--- config.mk ---
export PLATFORM = sky130hd
export DESIGN_NAME = systolic_io_ctrl_flat
export DESIGN_NICKNAME = d
export VERILOG_FILES = /design/src/rtl/systolic_io_ctrl_if.sv /design/src/rtl/systolic_io_ctrl.sv /design/src/flat_wrapper.sv
export SDC_FILE = /design/constraint.sdc
export NUM_CORES = 1
export LEC_CHECK = 0
export ABC_AREA = 1
export BUFFER_PORTS_ARGS = -buffer_cell sky130_fd_sc_hd__clkbuf_2
export CORE_ASPECT_RATIO = 1.4
export CORE_MARGIN = 2
export CORE_UTILIZATION = 39
export CTS_CLUSTER_DIAMETER = 120
export CTS_CLUSTER_SIZE = 30
export DETAILED_ROUTE_END_ITERATION = 10
export GPL_ROUTABILITY_DRIVEN = 0
export HOLD_SLACK_MARGIN = 0.03
export PLACE_DENSITY = 0.68
export SLEW_MARGIN = 20
export SYNTH_ARGS = -nofsm -noshare
export SYNTH_HDL_FRONTEND = slang
export SYNTH_SLANG_ARGS = --single-unit
--- constraint.sdc ---
create_clock -name clk -period 1.1 [get_ports clk]
set_input_delay 0.22 -clock clk [delete_from_list [all_inputs] [get_ports clk]]
set_output_delay 0.22 -clock clk [all_outputs]
set_load 0.01 [all_outputs]
--- src/rtl/systolic_io_ctrl_if.sv ---
// Job, serial-stream and bank-enable signals between the host side and the
// systolic I/O sequencing controller.
interface systolic_io_ctrl_if #(
  parameter int SIZE  = 16,
  parameter int WIDTH = 16
);
  localparam int IN_LANES = SIZE * 8 / WIDTH;

  logic                start;
  logic [IN_LANES-1:0] in_mask;
  logic [SIZE-1:0]     out_mask;
  logic                abort;
  logic                src_valid;
  logic                src_ready;
  logic [IN_LANES-1:0] in_en;
  logic                array_start;
  logic                array_done;
  logic [SIZE-1:0]     out_en;
  logic                dst_valid;
  logic                dst_last;
  logic                busy;
  logic                done;

  modport master (
    output start, in_mask, out_mask, abort, src_valid, array_done,
    input  src_ready, in_en, array_start, out_en, dst_valid, dst_last, busy, done
  );

  modport slave (
    input  start, in_mask, out_mask, abort, src_valid, array_done,
    output src_ready, in_en, array_start, out_en, dst_valid, dst_last, busy, done
  );
endinterface

--- src/rtl/systolic_io_ctrl.sv ---
// Per-job sequencer for the systolic array I/O banks: serial load of the input
// SIPO bank, compute trigger, parallel load and drain of the output PISO bank.
module systolic_io_ctrl #(
  parameter int SIZE  = 16,
  parameter int WIDTH = 16
) (
  input logic               clk,
  input logic               rst_n,
  systolic_io_ctrl_if.slave bus
);
  localparam int IN_LANES = SIZE * 8 / WIDTH;
  localparam int CNT_W    = (WIDTH > 1) ? $clog2(WIDTH) : 1;
  localparam logic [CNT_W-1:0] CNT_LAST = CNT_W'(WIDTH - 1);
  localparam logic [CNT_W-1:0] CNT_ONE  = CNT_W'(1);

  typedef enum logic [2:0] {
    IDLE,
    SHIFT_IN,
    ARM,
    COMPUTE,
    LOAD,
    SHIFT_OUT,
    DONE
  } state_e;

  state_e              state_q, state_d;
  logic [CNT_W-1:0]    bit_cnt_q, bit_cnt_d;
  logic [IN_LANES-1:0] in_mask_q, in_mask_d;
  logic [SIZE-1:0]     out_mask_q, out_mask_d;

  // NOTE: state registers use non-blocking assignments so every flop samples
  // the pre-edge values regardless of block ordering.
  always_ff @(posedge clk or negedge rst_n) begin
    if (!rst_n) begin
      state_q    <= IDLE;
      bit_cnt_q  <= '0;
      in_mask_q  <= '0;
      out_mask_q <= '0;
    end else begin
      state_q    <= state_d;
      bit_cnt_q  <= bit_cnt_d;
      in_mask_q  <= in_mask_d;
      out_mask_q <= out_mask_d;
    end
  end

  // NOTE: every variable gets a default before the case so no path leaves it
  // unassigned, which would otherwise infer a latch.
  always_comb begin
    state_d    = state_q;
    bit_cnt_d  = bit_cnt_q;
    in_mask_d  = in_mask_q;
    out_mask_d = out_mask_q;

    if (bus.abort) begin
      state_d   = IDLE;
      bit_cnt_d = '0;
    end else begin
      case (state_q)
        IDLE: begin
          if (bus.start) begin
            state_d    = SHIFT_IN;
            bit_cnt_d  = '0;
            in_mask_d  = bus.in_mask;
            out_mask_d = bus.out_mask;
          end
        end
        SHIFT_IN: begin
          if (bus.src_valid) begin
            if (bit_cnt_q == CNT_LAST) begin
              state_d   = ARM;
              bit_cnt_d = '0;
            end else begin
              bit_cnt_d = bit_cnt_q + CNT_ONE;
            end
          end
        end
        ARM:     state_d = COMPUTE;
        COMPUTE: if (bus.array_done) state_d = LOAD;
        LOAD: begin
          state_d   = SHIFT_OUT;
          bit_cnt_d = '0;
        end
        SHIFT_OUT: begin
          if (bit_cnt_q == CNT_LAST) begin
            state_d   = DONE;
            bit_cnt_d = '0;
          end else begin
            bit_cnt_d = bit_cnt_q + CNT_ONE;
          end
        end
        DONE:    state_d = IDLE;
        default: state_d = IDLE;
      endcase
    end
  end

  logic                src_ready;
  logic [IN_LANES-1:0] in_en;
  logic                array_start;
  logic [SIZE-1:0]     out_en;
  logic                dst_valid;
  logic                dst_last;
  logic                busy;
  logic                done;

  // Outputs depend only on registered state; in_en alone also gates on src_valid.
  always_comb begin
    src_ready   = 1'b0;
    in_en       = '0;
    array_start = 1'b0;
    out_en      = '0;
    dst_valid   = 1'b0;
    dst_last    = 1'b0;
    busy        = (state_q != IDLE);
    done        = 1'b0;
    case (state_q)
      SHIFT_IN: begin
        src_ready = 1'b1;
        if (bus.src_valid) in_en = in_mask_q;
      end
      ARM:  array_start = 1'b1;
      LOAD: out_en = out_mask_q;
      SHIFT_OUT: begin
        dst_valid = 1'b1;
        dst_last  = (bit_cnt_q == CNT_LAST);
      end
      DONE:    done = 1'b1;
      default: ;
    endcase
  end

  assign bus.src_ready   = src_ready;
  assign bus.in_en       = in_en;
  assign bus.array_start = array_start;
  assign bus.out_en      = out_en;
  assign bus.dst_valid   = dst_valid;
  assign bus.dst_last    = dst_last;
  assign bus.busy        = busy;
  assign bus.done        = done;
endmodule
--- src/flat_wrapper.sv ---
// flat-port wrapper written by rule: the top's interface ports become plain ports
module systolic_io_ctrl_flat 
#(
  parameter int SIZE  = 16,
  parameter int WIDTH = 16
)
  (clk, rst_n, bus_start, bus_in_mask, bus_out_mask, bus_abort, bus_src_valid, bus_array_done, bus_src_ready, bus_in_en, bus_array_start, bus_out_en, bus_dst_valid, bus_dst_last, bus_busy, bus_done);
  systolic_io_ctrl_if #(.SIZE(SIZE), .WIDTH(WIDTH)) bus_i ();
  input logic clk;
  input logic rst_n;
  input wire logic [$bits(bus_i.start)-1:0] bus_start;
  input wire logic [$bits(bus_i.in_mask)-1:0] bus_in_mask;
  input wire logic [$bits(bus_i.out_mask)-1:0] bus_out_mask;
  input wire logic [$bits(bus_i.abort)-1:0] bus_abort;
  input wire logic [$bits(bus_i.src_valid)-1:0] bus_src_valid;
  input wire logic [$bits(bus_i.array_done)-1:0] bus_array_done;
  output wire logic [$bits(bus_i.src_ready)-1:0] bus_src_ready;
  output wire logic [$bits(bus_i.in_en)-1:0] bus_in_en;
  output wire logic [$bits(bus_i.array_start)-1:0] bus_array_start;
  output wire logic [$bits(bus_i.out_en)-1:0] bus_out_en;
  output wire logic [$bits(bus_i.dst_valid)-1:0] bus_dst_valid;
  output wire logic [$bits(bus_i.dst_last)-1:0] bus_dst_last;
  output wire logic [$bits(bus_i.busy)-1:0] bus_busy;
  output wire logic [$bits(bus_i.done)-1:0] bus_done;
  assign bus_i.start = bus_start;
  assign bus_i.in_mask = bus_in_mask;
  assign bus_i.out_mask = bus_out_mask;
  assign bus_i.abort = bus_abort;
  assign bus_i.src_valid = bus_src_valid;
  assign bus_i.array_done = bus_array_done;
  assign bus_src_ready = bus_i.src_ready;
  assign bus_in_en = bus_i.in_en;
  assign bus_array_start = bus_i.array_start;
  assign bus_out_en = bus_i.out_en;
  assign bus_dst_valid = bus_i.dst_valid;
  assign bus_dst_last = bus_i.dst_last;
  assign bus_busy = bus_i.busy;
  assign bus_done = bus_i.done;
  systolic_io_ctrl #(.SIZE(SIZE), .WIDTH(WIDTH)) u_core (.clk(clk), .rst_n(rst_n), .bus(bus_i));
endmodule
==> results by group <==
Hold path
  – Hold crit path type: input pin to flop

Clock tree
  – Clock tree buffer depth: 2
  – Max H-tree Level: 2
  – CTS buffer count: 5
  – Clk_lat worst skew: 0.27 ns
  – Root buffer selected by CTS: clkbuf_8
  – Clock slew at reported path FFs: about 0.060 ns
  – # clock sinks: 31
  – CTS tree: yes

Logic synthesis
  – Synth area leaders: dfrtp_1 48%, nor2_1 13%, inv_1 7.3%
  – Yosys reg bits: 31
  – Seq/Total Area, Yosys: 0.4836
  – Synth top area share: 0.4836
  – Mapped Avg Cell Area: 7.863 um2
  – Syn Std Cell Area: 1604 um2
  – Largest area contributor in the netlist: dfrtp_1
  – Cell count after synthesis: 204
  – Yosys cell types: 25
  – Syn_nets: between 200 and 250
  – Yosys warning total: 0

GRT
  – GR Util All Layers: 0.1915
  – Grt total ovfl: 0
  – Largest net degree at the start of global routing: 21
  – Global-route wire length before repair: between 6000 and 7000 um
  – Vias in the first global route: 1537
  – Initial antenna violation count: 0

Pwr
  – Net Sw Frac: 0.4059
  – Sequential share of power: 0.299
  – P_sw: 2.505 mW
  – Pwr Density: 2102 nW/um2
  – Worst IR Drop VDD: 1556 uV
  – Comb power frac: 0.567
  – Lkg Pwr: ~1.4 nW
  – Clock Power Share: 0.134
  – Int Pwr: 3.667 mW

Drt
  – Via count: 1682
  – First drt pass iteration count: 4
  – Routed WL: ~4600 um
  – Avg WL per Cell: 13.54 um
  – Antenna viol nets, final: 0
  – Residual DRC count: 0
  – Via density: 4.933
  – DRT iter0 DRCs: 33

Flow run
  – Maximum Capacitance Violations: 0

Place
  – DP HPWL: 2741 um
  – IO Port Bufs: 59
  – Dpl cells: 316

Setup path
  – Worst setup EP type: output port
  – Critical path, cell by cell: inv_2 -> nor2_4 -> inv_4 -> nor2_4 -> nand2_4 -> nor2_2 -> buf_2
  – Critical Path Max Stage Delay: 0.43 ns
  – Most Frequent Cell on Critical Path: nor2_4
  – Setup Crit Path Kind: flop to output port
  – Data arrival, critical path: 1.44 ns
  – CP startpoint kind: flop
  – Worst-path maximum fanout: 8
  – Worst path required time: 0.88 ns
  – Worst path slowest cell: dfrtp_2

Timing
  – Max Fclk: slightly above 0.6 GHz
  – Worst Tran Pin Value: 0.3298 ns
  – RSZ-0062 raised after global routing: yes
  – Setup TNS Final: -24.10 ns
  – Final Max Slew Viols: 0
  – Fin. Hold Viols: 0
  – Setup violators final: 61
  – Min Tclk post-route: approximately 1.7 ns
  – Final Skew: 0.005413 ns
  – Period utilization: 1.507
  – PnR worst setup slack: -0.5579 ns
  – Slew headroom: 0.7801

Die
  – Die width: 58.20 um
  – Die area: 4649 um2
  – Core Area: 3953 um2
  – Die height: 79.88 um
  – # rows: 27
  – IO Count: 60
  – Starting density of the core: 0.4058

Final layout
  – Final Util: 0.7430
  – N_diodes: 0
  – Multi-input gate area in the final layout: 1104 um2
  – Filler cells: 305
  – Layout cells sized above 1: 0.6779
  – Net count, final: 328
  – Finished Layout Cells: 341
  – Flip-flop and latch area: 779.5 um2
  – Area Growth Syn to Fin: 83.07%

Status
  – Failing checks: negative setup slack
  – Status: complete, but fails checks
==> routing by layer <==
layer,GRT usage,vias to the layer above,part of all wire
met5,0,-,0
met4,0.07674,0,0.017
met3,0.04376,11,0.038
met2,0.3250,49,0.55
met1,0.2302,801,0.40
li1,-,821,-
==> area by class of cell <==
class | count | share of cell area
clock buffer | 7 | 0.02599
clock inverter | 1 | 0.001704
inverter | 34 | 0.04431
multi-input combinational | 132 | 0.3758
sequential | 31 | 0.2654
tap | 43 | 0.01832
timing repair buffer | 93 | 0.2684
==> metrics by stage <==
step | power [mW] | hold WS, ns | cell area (um2) | setup WS [ns]
finish | 6.172 | 0.1982 | 2937 | -0.5579
global route | 6.598 | 0.2028 | 2937 | -0.6239
CTS | 5.505 | 0.1897 | 2597 | -0.5251
detailed placement | 4.012 | 0.1391 | 2163 | -0.2416
global placement | 3.933 | 0.1332 | 2163 | -0.2110
floorplan | 3.328 | -0.07559 | 1727 | -0.1598
==> registers in the layout, indices dropped and copies added, names as in the netlist <==
| name | count |
|---|---|
| u_core.bit_cnt_q | 4 |
| u_core.in_mask_q | 8 |
| u_core.out_mask_q | 16 |
| u_core.state_q | 3 |
==> power groups by stage <==
stage / clock (mW) / combinational, mW / sequential, mW
2_1_floorplan: 0 / 1.50 / 1.83
4_1_cts: 0.851 / 2.82 / 1.84
6_report: 0.828 / 3.50 / 1.85
3_3_place_gp: 0 / 2.10 / 1.83
5_1_grt: 0.921 / 3.79 / 1.88
3_5_place_dp: 0 / 2.15 / 1.86
==> synth_stat cells (all sizes together) <==
library cell and count:
dfrtp 31, a21oi 25, nor3 2, xor2 1, buf 7, nand2 21
o21ai 3, nor2 61, nand3b 1, o21bai 1, nand4 3, inv 34
ha 1, nand3 13
==> critical path, delay by kind of cell, from the launching register on <==
family | cells | cell delay [ns]
buf+inv | 3 | 0.24
simple gates | 4 | 0.50
flops | 1 | 0.43
==> cells by family (layout without fill, tap and decap cells) <==
kind of cell / Yosys count / in the layout / share of synthesized area
buffers and inverters: 41 / 135 / 0.1123
xor gates and xnor gates: 1 / 1 / 0.005461
adders and majority gates: 1 / 1 / 0.007799
DFF: 31 / 31 / 0.4836
AOI/OAI and AO/OA: 29 / 29 / 0.09907
and+or+nand+nor: 101 / 101 / 0.2917
==> placed cells by master, fill, tap and decap left out, drive strengths merged <==
cell type and count:
a21oi 25, nand4 3, inv 34, nand2 21
o21bai 1, nand3b 1, dfrtp 31, nor2 61
o21ai 3, ha 1, clkbuf 39, clkinv 1
nor3 2, nand3 13, buf 60, xor2 1
dlygate4sd3 1
==> worst paths after layout <==
| check | from | endpoint | slack (ns) | cells past startpoint |
|---|---|---|---|---|
| max in group asynchronous | rst_n | u_core.state_q[0] | 0.30 | 3 |
| hold / removal | bus_out_mask[6] | u_core.out_mask_q[6] | 0.20 | 3 |
| setup reg to reg | u_core.state_q[0] | u_core.state_q[0] | -0.44 | 10 |
| min in group asynchronous | rst_n | u_core.bit_cnt_q[3] | 0.37 | 2 |
| hold reg to reg | u_core.in_mask_q[0] | u_core.in_mask_q[0] | 0.53 | 2 |
| setup / recovery | u_core.state_q[0] | bus_in_en[0] | -0.56 | 7 |
==> repair_timing <==
item,in CTS,in global routing
gates resized for setup,64,89
setup buffers,6,6
pin swaps,7,24
gates cloned,3,3
hold buffers,1,0
endpoints found under the hold margin,11,0
endpoints found under the setup margin,61,61
No activity file was read; power rests on OpenSTA's default activity.
